File: src/rtl/mdu_seq_if.sv
// Request/response bundle between the EX stage and the iterative multiply/divide unit.
// EX acts as master: it presents an operation and watches stall/done/result.
interface mdu_seq_if #(
    parameter int XLEN = 32
);
    logic            start;
    logic [2:0]      funct3;
    logic [XLEN-1:0] rs1_data;
    logic [XLEN-1:0] rs2_data;
    logic            flush;
    logic            stall;
    logic            busy;
    logic            done;
    logic [XLEN-1:0] result;

    modport master (
        output start, funct3, rs1_data, rs2_data, flush,
        input  stall, busy, done, result
    );

    modport slave (
        input  start, funct3, rs1_data, rs2_data, flush,
        output stall, busy, done, result
    );
endinterface

File: src/rtl/mdu_seq.sv
// RV32M sequencer: 32-step shift-add multiply / restoring divide on magnitudes,
// sign fix-up at the end, single-cycle handling of divide-by-zero and signed overflow.
module mdu_seq #(
    parameter int XLEN = 32
) (
    input  logic       clk,
    input  logic       rst,
    mdu_seq_if.slave   bus
);
    localparam int CW = 5;

    typedef enum logic [1:0] {IDLE, CALC, DONE} state_t;

    state_t          state_reg, state_next;
    logic [CW-1:0]   count_reg, count_next;
    logic [XLEN-1:0] hi_reg, hi_next;
    logic [XLEN-1:0] lo_reg, lo_next;
    logic [XLEN-1:0] opb_reg, opb_next;
    logic [XLEN-1:0] result_reg, result_next;
    logic [2:0]      op_reg, op_next;
    logic            neg_reg, neg_next;
    logic            nega_reg, nega_next;

    logic            signed_a, signed_b, sign_a, sign_b;
    logic [XLEN-1:0] mag_a, mag_b;
    logic            rs2_zero, overflow, fast_path;
    logic [XLEN-1:0] fast_result;

    logic [XLEN:0]     mul_sum;
    logic [XLEN:0]     div_shift;
    logic              div_ge;
    logic [XLEN-1:0]   div_sub;
    logic [XLEN-1:0]   hi_step, lo_step;
    logic [2*XLEN-1:0] prod_s;
    logic [XLEN-1:0]   quo_s, rem_s, final_result;
    logic              done;

    // Operand decode for the request currently presented on the bus
    always_comb begin
        signed_a = 1'b0;
        signed_b = 1'b0;
        case (bus.funct3)
            3'b000, 3'b001, 3'b100, 3'b110: begin
                signed_a = 1'b1;
                signed_b = 1'b1;
            end
            3'b010:  signed_a = 1'b1;
            default: ;
        endcase
        sign_a   = signed_a & bus.rs1_data[XLEN-1];
        sign_b   = signed_b & bus.rs2_data[XLEN-1];
        mag_a    = sign_a ? -bus.rs1_data : bus.rs1_data;
        mag_b    = sign_b ? -bus.rs2_data : bus.rs2_data;
        rs2_zero = (bus.rs2_data == '0);
        overflow = (bus.rs1_data == {1'b1, {(XLEN-1){1'b0}}}) && (bus.rs2_data == '1)
                   && (bus.funct3 == 3'b100 || bus.funct3 == 3'b110);
        fast_path   = bus.funct3[2] && (rs2_zero || overflow);
        fast_result = '0;
        if (rs2_zero)
            fast_result = bus.funct3[1] ? bus.rs1_data : '1;
        else if (overflow)
            fast_result = bus.funct3[1] ? '0 : {1'b1, {(XLEN-1){1'b0}}};
    end

    // One iteration: hi:lo is {partial product, multiplier} or {remainder, dividend/quotient}
    assign mul_sum   = {1'b0, hi_reg} + (lo_reg[0] ? {1'b0, opb_reg} : '0);
    assign div_shift = {hi_reg, lo_reg[XLEN-1]};
    assign div_ge    = (div_shift >= {1'b0, opb_reg});
    assign div_sub   = div_shift[XLEN-1:0] - opb_reg;

    always_comb begin
        if (op_reg[2]) begin
            hi_step = div_ge ? div_sub : div_shift[XLEN-1:0];
            lo_step = {lo_reg[XLEN-2:0], div_ge};
        end else begin
            hi_step = mul_sum[XLEN:1];
            lo_step = {mul_sum[0], lo_reg[XLEN-1:1]};
        end
    end

    // Sign fix-up applied to the last iteration's output
    always_comb begin
        prod_s = neg_reg ? -{hi_step, lo_step} : {hi_step, lo_step};
        quo_s  = neg_reg ? -lo_step : lo_step;
        rem_s  = nega_reg ? -hi_step : hi_step;
        case (op_reg)
            3'b000:                 final_result = prod_s[XLEN-1:0];
            3'b001, 3'b010, 3'b011: final_result = prod_s[2*XLEN-1:XLEN];
            3'b100, 3'b101:         final_result = quo_s;
            default:                final_result = rem_s;
        endcase
    end

    assign done = (state_reg == DONE);

    always_comb begin
        state_next  = state_reg;
        count_next  = count_reg;
        hi_next     = hi_reg;
        lo_next     = lo_reg;
        opb_next    = opb_reg;
        op_next     = op_reg;
        neg_next    = neg_reg;
        nega_next   = nega_reg;
        result_next = result_reg;
        case (state_reg)
            IDLE: begin
                if (bus.start && !bus.flush && !done) begin
                    if (fast_path) begin
                        result_next = fast_result;
                        state_next  = DONE;
                    end else begin
                        state_next = CALC;
                        count_next = '0;
                        op_next    = bus.funct3;
                        neg_next   = sign_a ^ sign_b;
                        nega_next  = sign_a;
                        hi_next    = '0;
                        // Multiply: lo = multiplier, opb = multiplicand. Divide: lo = dividend, opb = divisor.
                        lo_next    = bus.funct3[2] ? mag_a : mag_b;
                        opb_next   = bus.funct3[2] ? mag_b : mag_a;
                    end
                end
            end
            CALC: begin
                if (bus.flush) begin
                    state_next = IDLE;
                end else begin
                    count_next = count_reg + 1'b1;
                    hi_next    = hi_step;
                    lo_next    = lo_step;
                    if (count_reg == {CW{1'b1}}) begin
                        result_next = final_result;
                        state_next  = DONE;
                    end
                end
            end
            DONE:    state_next = IDLE;
            default: state_next = IDLE;
        endcase
    end

    always_ff @(posedge clk) begin
        if (rst) begin
            state_reg  <= IDLE;
            count_reg  <= '0;
            hi_reg     <= '0;
            lo_reg     <= '0;
            opb_reg    <= '0;
            op_reg     <= '0;
            neg_reg    <= 1'b0;
            nega_reg   <= 1'b0;
            result_reg <= '0;
        end else begin
            state_reg  <= state_next;
            count_reg  <= count_next;
            hi_reg     <= hi_next;
            lo_reg     <= lo_next;
            opb_reg    <= opb_next;
            op_reg     <= op_next;
            neg_reg    <= neg_next;
            nega_reg   <= nega_next;
            result_reg <= result_next;
        end
    end

    assign bus.busy   = (state_reg == CALC);
    assign bus.done   = done;
    assign bus.result = result_reg;
    assign bus.stall  = bus.start & ~done & ~bus.flush;
endmodule

File: src/flat_wrapper.sv
// flat-port wrapper written by rule: the top's interface ports become plain ports
module mdu_seq_flat 
#(
    parameter int XLEN = 32
)
  (clk, rst, bus_start, bus_funct3, bus_rs1_data, bus_rs2_data, bus_flush, bus_stall, bus_busy, bus_done, bus_result);
  mdu_seq_if #(.XLEN(XLEN)) bus_i ();
  input  logic clk;
  input  logic rst;
  input wire logic [$bits(bus_i.start)-1:0] bus_start;
  input wire logic [$bits(bus_i.funct3)-1:0] bus_funct3;
  input wire logic [$bits(bus_i.rs1_data)-1:0] bus_rs1_data;
  input wire logic [$bits(bus_i.rs2_data)-1:0] bus_rs2_data;
  input wire logic [$bits(bus_i.flush)-1:0] bus_flush;
  output wire logic [$bits(bus_i.stall)-1:0] bus_stall;
  output wire logic [$bits(bus_i.busy)-1:0] bus_busy;
  output wire logic [$bits(bus_i.done)-1:0] bus_done;
  output wire logic [$bits(bus_i.result)-1:0] bus_result;
  assign bus_i.start = bus_start;
  assign bus_i.funct3 = bus_funct3;
  assign bus_i.rs1_data = bus_rs1_data;
  assign bus_i.rs2_data = bus_rs2_data;
  assign bus_i.flush = bus_flush;
  assign bus_stall = bus_i.stall;
  assign bus_busy = bus_i.busy;
  assign bus_done = bus_i.done;
  assign bus_result = bus_i.result;
  mdu_seq #(.XLEN(XLEN)) u_core (.clk(clk), .rst(rst), .bus(bus_i));
endmodule
File: config.mk
export PLATFORM = sky130hd
export DESIGN_NAME = mdu_seq_flat
export DESIGN_NICKNAME = d
export VERILOG_FILES = /design/src/rtl/mdu_seq_if.sv /design/src/rtl/mdu_seq.sv /design/src/flat_wrapper.sv
export SDC_FILE = /design/constraint.sdc
export NUM_CORES = 1
export LEC_CHECK = 0
export ABC_CLOCK_PERIOD_IN_PS = 9200
export CAP_MARGIN = 20
export CORE_UTILIZATION = 35
export DETAILED_ROUTE_END_ITERATION = 6
export GPL_TIMING_DRIVEN = 1
export PLACE_DENSITY_LB_ADDON = 0.05
export SETUP_SLACK_MARGIN = 0.05
export SLEW_MARGIN = 10
export SYNTH_ARGS = -nofsm -noshare
export SYNTH_HDL_FRONTEND = slang
export SYNTH_SLANG_ARGS = --single-unit
File: constraint.sdc
create_clock -name clk -period 9.2 [get_ports clk]
set_input_delay 1.38 -clock clk [delete_from_list [all_inputs] [get_ports clk]]
set_output_delay 1.38 -clock clk [all_outputs]
set_load 0.01 [all_outputs]
==> results of run 1 <==
## area by class of cell
class                      instances  area share, %
timing repair buffer             139           7.48
tap                              585           4.19
clock inverter                    14          0.960
clock buffer                      18           2.46
sequential                       140           16.1
inverter                          69           1.48
multi-input combinational       1851           67.4
## power groups by stage
| stage | sequential, W | combinational, W | clock [W] |
|---|---|---|---|
| after floorplan | 0.000653 | 0.000540 | 0 |
| after global placement | 0.000667 | 0.000825 | 0 |
| after detailed placement | 0.000667 | 0.000824 | 0 |
| after CTS | 0.000653 | 0.000828 | 0.000752 |
| after global routing | 0.000657 | 0.000896 | 0.000779 |
| final | 0.000654 | 0.000837 | 0.000743 |
## metal layers
| layer | share of wire [%] | GRT usage, % |
|---|---|---|
| met4 | 5.2 | 16.6 |
| met3 | 5.2 | 3.77 |
| met2 | 45 | 50.2 |
| met5 | 0.050 | 0 |
| met1 | 44 | 41.4 |
## kinds of logic (layout without fill, tap and decap cells)
logic type	count (synthesis)	count (layout)
buffers and inverters	227	240
XOR/XNOR	180	180
flip-flops	140	140
AO/OA/AOI/OAI	769	769
AND/OR/NAND/NOR	780	780
adder cells (fa/ha/maj)	73	73
multiplexers	49	49
## cell usage in the layout (no fill, tap or decap), types with 15 or more instances in the layout
cell,synthesis,routed
a211oi_1,16,16
a21o_1,28,28
a21oi_1,199,199
a222oi_1,22,22
a22oi_1,37,37
a31oi_1,34,34
and2_1,44,43
and3_1,17,17
buf_4,1,33
clkbuf_16,0,17
clkdlybuf4s50_1,0,103
dfxtp_1,140,138
ha_1,71,71
inv_1,68,68
mux2_2,22,22
mux2i_1,27,27
nand2_1,245,244
nand2b_1,18,18
nand3_1,35,35
nand4_1,32,32
nor2_1,217,216
nor3_1,60,60
nor4_1,15,15
o211ai_1,53,53
o21ai_0,192,191
o22ai_1,21,21
o31ai_1,26,26
or3_1,26,26
xnor2_1,83,83
xor2_1,97,97
## worst paths after layout
path / end / from / depth (start not counted)
max: u_core.bus.result[23]$_SDFFE_PP0P_ / u_core.lo_reg[0]$_SDFFE_PP0P_ / 19
min: u_core.nega_reg$_SDFFE_PP0P_ / u_core.nega_reg$_SDFFE_PP0P_ / 2
max reg2reg: u_core.bus.result[23]$_SDFFE_PP0P_ / u_core.lo_reg[0]$_SDFFE_PP0P_ / 19
min reg2reg: u_core.nega_reg$_SDFFE_PP0P_ / u_core.nega_reg$_SDFFE_PP0P_ / 2
## through the flow
stage	cell area [µm²]	util [%]	cells	worst slack (ps)	hold WS, ps
floorplan	15400	-	2218	3390	440
global placement	16900	38.9	2782	2670	445
detailed placement	16900	39.0	2783	2670	451
CTS	17500	40.4	2815	2650	460
global route	17500	40.4	2816	2300	480
finish	17500	40.4	2816	2510	460
## worst reg2reg max path, cell delays in order, from the launching register on
cell and delay, ps:
dfxtp_1 380, buf_4 370, and2_1 190, ha_1 170, inv_1 60, fa_1 400, nand2b_1 300, a2111oi_0 680
a211oi_2 190, a2111oi_2 700, o21ai_0 210, a21oi_1 290, a31oi_1 180, or4_4 610, or4_4 600, o31a_1 320
and2_0 170, o31ai_1 380, nand2_1 170, a31o_1 240
==> key figures, run 1 <==
Status
  – Status: completed

Placement
  – Post-DP HPWL: between 50000 and 60000 µm
  – Input/output buffers: 105
  – Placer Congestion: 0.948

Clock tree
  – Clk Latency, worst-skew pair: 460 ps
  – Clock-pin slew on the worst setup and hold paths: 70 ps
  – Clk sinks: 140
  – Clock buffer depth: 2
  – Root Buffer: clkbuf_16
  – PostCTS Resize Cnt: 0
  – CTS tree: built
  – CTS buffer count: 17
  – H-tree levels: 4
  – CTS Hold Bufs: 0
  – Number of setup buffers added after CTS: 0

Power
  – Power Total: 0.00223 W
  – Flop pwr share: a little under 30%
  – Worst VDD drop: 79.7 µV
  – Sw Pwr: 0.000903 W
  – Power per cell area: 128 nW/µm²
  – Int Power: 0.00133 W
  – P_leak: 6.44 nW
  – Switching Share: 40.4%
  – Gate power share: 37.5%
  – Clock power frac: 33.2%

Logic synthesis
  – Area contributors post-synth: dfxtp_1 18%, a21oi_1 6.4%, o21ai_0 6.2%
  – Simple-Gate Fraction of Synth Area: 24.1%
  – Register bit count reported by yosys: 140
  – Yosys warns: 0
  – Synth Net Count: 2362
  – Largest family of logic cells by synthesized area: compound AO/OA/AOI/OAI gates
  – Post-synthesis adder-cell area fraction: 6.01%
  – Most instantiated library cell after synthesis: nand2_1
  – Synth Area in Compound Gates: 32.5%
  – Sequential area share after synthesis: about 18%
  – Top flip-flop cell by instance count after synthesis: dfxtp_1
  – Yosys cell types: 94
  – Leading area contributor after synthesis: dfxtp_1
  – Yosys top cell area share: between 15 and 20%
  – Xor/xnor cell area share of the yosys netlist: approximately a tenth
  – Top cells by count, synth: 245 x nand2_1, 217 x nor2_1, 199 x a21oi_1, 192 x o21ai_0, 140 x dfxtp_1
  – Post-synth EDFFs: 0
  – Syn Inst Count: 2218
  – Synth Cell Area: around 15000 µm²
  – Post-synthesis async set-or-reset flop share: 0%
  – Synth Area per Inst: 6.96 µm²
  – Multiplexer area fraction after synthesis: 3.35%

STA
  – Minimum clock period: 6690 ps
  – FMAX: between 100 and 150 MHz
  – Final setup viols: 0
  – Worst-Margin Slew: 1160 ps
  – Fin. Hold Viols: 0
  – Worst slew margin: ~22%
  – Final Max Tran Viols: 0
  – Final setup TNS: 0 ps
  – RSZ-0062 raised after global routing: no
  – Clk_skew: 9.90 ps
  – Fin crit share: 72.8%

Detailed routing
  – Routed WL per cell: 25.4 µm
  – Drt first pass iters: 6
  – Antenna-violating nets left: 0
  – Drt total wl: 71400 µm
  – Vias per cell: 6.06
  – 1st-iter DRT viols: 1542
  – DRC viols: 0
  – Total number of vias: 17100

Die
  – Core Area: 43300 µm²
  – Die X: between 200 and 250 µm
  – Height of the die: 212 µm
  – Initial core utilization: between 30% and 40%
  – # rows: 76
  – Ports: 106
  – Die footprint: 45000 µm²

Layout
  – Area of the multi-input gates: between 10000 and 15000 µm²
  – Share of layout cells above drive strength 1: 6.01%
  – P&R area growth vs syn: 13.1%
  – # nets final: 2362
  – Reg area: between 2000 and 3000 µm²
  – Antenna Cells: 0
  – Filler Cells Inserted: 4579

Critical path
  – Critical path peak fanout: 32
  – Critical Path RT: 9560 ps
  – Reg2Reg Setup Slack: 2510 ps
  – WP buf/inv: 2
  – Endpoint class of the critical path: flop
  – CP max stage delay: about 700 ps
  – Delay-heaviest family, CP: compound AO/OA/AOI/OAI gates
  – CP cell instances: buf_4 > and2_1 > ha_1 > inv_1 > fa_1 > nand2b_1 > a2111oi_0 > a211oi_2 > a2111oi_2 > o21ai_0 > a21oi_1 > a31oi_1 > or4_4 > or4_4 > o31a_1 > and2_0 > o31ai_1 > nand2_1 > a31o_1
  – Cell mode on critical path: or4_4
  – WS Path Type: reg -> reg
  – Highest-delay cell along the critical path: a2111oi_2
  – Worst EP arrival: 7050 ps
  – Crit start category: flop

Global routing
  – Largest net degree at the start of global routing: 99
  – Number of global-route vias before repair: roughly 16000
  – Antenna violations before repair: 3
  – Grt total ovfl: 0
  – Total track usage: 31.5%
  – First-pass GRT wire length: 105000 µm

Hold path
  – Hold Crit Class: reg -> reg

Job
  – Max cap viols: 0
Note: power is estimated with default switching activity, not from simulation.
==> inputs of run 2 (changes only) <==
- ABC_CLOCK_PERIOD_IN_PS: 9200 -> 6900
- clock period: 9.2 -> 6.9 ns (I/O delays scaled with it)
==> run 2 against run 1 <==
  * Global-route usage up 0.46 points
  * Hold slack better by 7.6 ps
  * Via count up 2.9%
  * Clock skew up 1.2 ps
  * Total power up 37%
  * First-iteration DRC count up 19%
  * Sequential share of layout area down 0.15 points
  * Critical path type unchanged
  * Critical path depth up 4
  * Non-clock buffer count up 15
  * Final cell count up 0.53%
  * Clock power up 43%
  * Cell area up 0.96%
==> key figures, run 2 (synthesized netlist as in run 1, its figures left out) <==
Hold path
  – WHS Endpoint: u_core.opb_reg[17]$_SDFFE_PP0P_
  – Hold Crit Class: reg -> reg
  – Hold Path Origin: u_core.opb_reg[17]$_SDFFE_PP0P_
  – Hold Path Depth: 2

Global routing
  – Routing usage on met3: 3.43%
  – GR Util met1: 42.5%
  – Grt total ovfl: 0
  – Antenna violations before repair: 1
  – Met2 Use GR: 50.1%
  – First-pass GRT wire length: 107000 µm
  – Total track usage: 31.9%
  – Number of global-route vias before repair: 16400
  – Most Crowded Layer GR: met2
  – Largest net degree at the start of global routing: 71

Die
  – Height of the die: 212 µm
  – Die footprint: around 45000 µm²
  – Initial core utilization: 35.7%
  – Ports: about 110
  – Core Area: roughly 43000 µm²
  – # rows: between 70 and 80
  – Die X: about 210 µm

Power
  – Switching Share: 39.5%
  – Power per cell area: 174 nW/µm²
  – Int Power: ~0.0019 W
  – Gate power share: between 30 and 40%
  – Clock power frac: 34.4%
  – Worst VDD drop: 127 µV
  – Sw Pwr: 0.00121 W
  – P_leak: 6.55 nW
  – Flop pwr share: 28.4%

Clock tree
  – Clock-pin slew on the worst setup and hold paths: 70 ps
  – Number of setup buffers added after CTS: 0
  – CTS buffer count: 17
  – Clock buffer depth: 2
  – H-tree levels: 4
  – CTS tree: built
  – CTS Hold Bufs: 0
  – Clk sinks: 140
  – Root Buffer: clkbuf_16
  – Clk Latency, worst-skew pair: 460 ps
  – PostCTS Resize Cnt: 0

Critical path
  – Reg-to-reg startpoint: u_core.opb_reg[2]$_SDFFE_PP0P_
  – Reg2Reg Setup Slack: 930 ps
  – Highest-delay cell along the critical path: o21ai_1
  – Crit start category: flop
  – Worst EP arrival: 6290 ps
  – Endpoint class of the critical path: flop
  – Critical path peak fanout: 13
  – Critical Path RT: 7210 ps
  – R2R Path End: u_core.bus.result[4]$_SDFFE_PP0P_
  – Worst R2R Path Depth: 23
  – Delay-heaviest family, CP: compound AO/OA/AOI/OAI gates
  – CP cell instances: inv_1 > ha_1 > o211ai_1 > a21oi_1 > o21ai_1 > a311o_1 > a31oi_1 > buf_4 > inv_1 > ha_1 > o211ai_1 > o21bai_1 > or2_2 > or3_1 > or3_1 > or2_2 > o21ai_0 > xor2_1 > o22ai_1 > a21oi_1 > nor2_1 > nor3_1 > nor3_1
  – WP buf/inv: 3
  – WS Path Type: reg -> reg
  – CP max stage delay: 520 ps

Detailed routing
  – Drt first pass iters: 6
  – Antenna-violating nets left: 0
  – Total number of vias: 17500
  – Drt total wl: 72100 µm
  – 1st-iter DRT viols: 1841
  – Vias per cell: roughly 6.2
  – Routed WL per cell: 25.5 µm
  – DRC viols: 0

STA
  – Final setup viols: 0
  – Final Hold Slack: 468 ps
  – Final setup TNS: 0 ps
  – Fin crit share: 86.5%
  – Minimum clock period: 5970 ps
  – Worst slew margin: between 30% and 40%
  – Worst-Margin Slew: 1010 ps
  – Clk_skew: 11.1 ps
  – Final Max Tran Viols: 0
  – FMAX: 167 MHz
  – RSZ-0062 raised after global routing: no
  – Fin. Hold Viols: 0

Placement
  – Inst Count DP: 2797
  – Input/output buffers: 105
  – DP Area: 17000 µm²
  – Post-DP HPWL: approximately 56000 µm
  – Placer Congestion: between 0.9 and 1

Layout
  – Final Non-Filler Cells: 2831
  – Share of layout cells above drive strength 1: 6.63%
  – Cell area after layout: 17600 µm²
  – Commonest non-fill, non-tap cell in the layout: nand2_1
  – P&R area growth vs syn: 14.2%
  – Antenna Cells: 0
  – Most frequent cells in the layout: 244 x nand2_1, 216 x nor2_1, 199 x a21oi_1
  – # nets final: between 2000 and 2500

Job
  – Max cap viols: 0

Status
  – Status: completed
## run 2: area by class of cell
class	instances	area, µm²
flip-flops and latches	140	2810
clock buffers	21	480
well taps	585	732
clock inverters	11	164
fillers	4645	25600
inverters	69	259
repair buffers	154	1430
multi-input cells	1851	11800
## run 2: per-layer routing
layer / vias up / part of all wire (%) / wire (µm)
met5: - / 0.018 / 13
met4: 2 / 5.7 / 4110
met3: 125 / 6.2 / 4440
met2: 714 / 44 / 31700
met1: 8511 / 44 / 31800
li1: 8195 / - / -
## run 2: worst max-delay path by stage
stage                                               to                            from  cells past startpoint
detailed placement  u_core.bus.result[16]$_SDFFE_PP0P_  u_core.opb_reg[2]$_SDFFE_PP0P_                     22
global route        u_core.bus.result[31]$_SDFFE_PP0P_   u_core.lo_reg[0]$_SDFFE_PP0P_                     18
finish               u_core.bus.result[4]$_SDFFE_PP0P_  u_core.opb_reg[2]$_SDFFE_PP0P_                     23
CTS                 u_core.bus.result[16]$_SDFFE_PP0P_  u_core.opb_reg[2]$_SDFFE_PP0P_                     22
global placement    u_core.bus.result[16]$_SDFFE_PP0P_  u_core.opb_reg[2]$_SDFFE_PP0P_                     22
floorplan           u_core.bus.result[24]$_SDFFE_PP0P_   u_core.op_reg[2]$_SDFFE_PP0P_                     23
## run 2: power groups by stage
stage | Combinational (W) | Sequential, W | Clock [W]
after global routing | 0.00122 | 0.000877 | 0.00110
final | 0.00114 | 0.000873 | 0.00106
after detailed placement | 0.00111 | 0.000890 | 0
after floorplan | 0.000720 | 0.000870 | 0
after CTS | 0.00112 | 0.000872 | 0.00107
after global placement | 0.00112 | 0.000890 | 0
## run 2: worst reg2reg max path, delay by kind of cell (launching register included)
family                   cells  cell delay [ps]
AND/OR/NAND/NOR              7             1950
buffers and inverters        3              320
AO/OA/AOI/OAI               10             2430
adder cells (fa/ha/maj)      2              540
flip-flops                   1              430
XOR/XNOR                     1              170
## run 2: metrics by stage
| step | util [%] | setup slack, ps | power, W |
|---|---|---|---|
| CTS | 40.7 | 1070 | 0.00306 |
| global placement | 39.2 | 1140 | 0.00201 |
| floorplan | - | 1090 | 0.00159 |
| global route | 40.8 | 409 | 0.00319 |
| finish | 40.8 | 929 | 0.00307 |
| detailed placement | 39.2 | 1120 | 0.00200 |
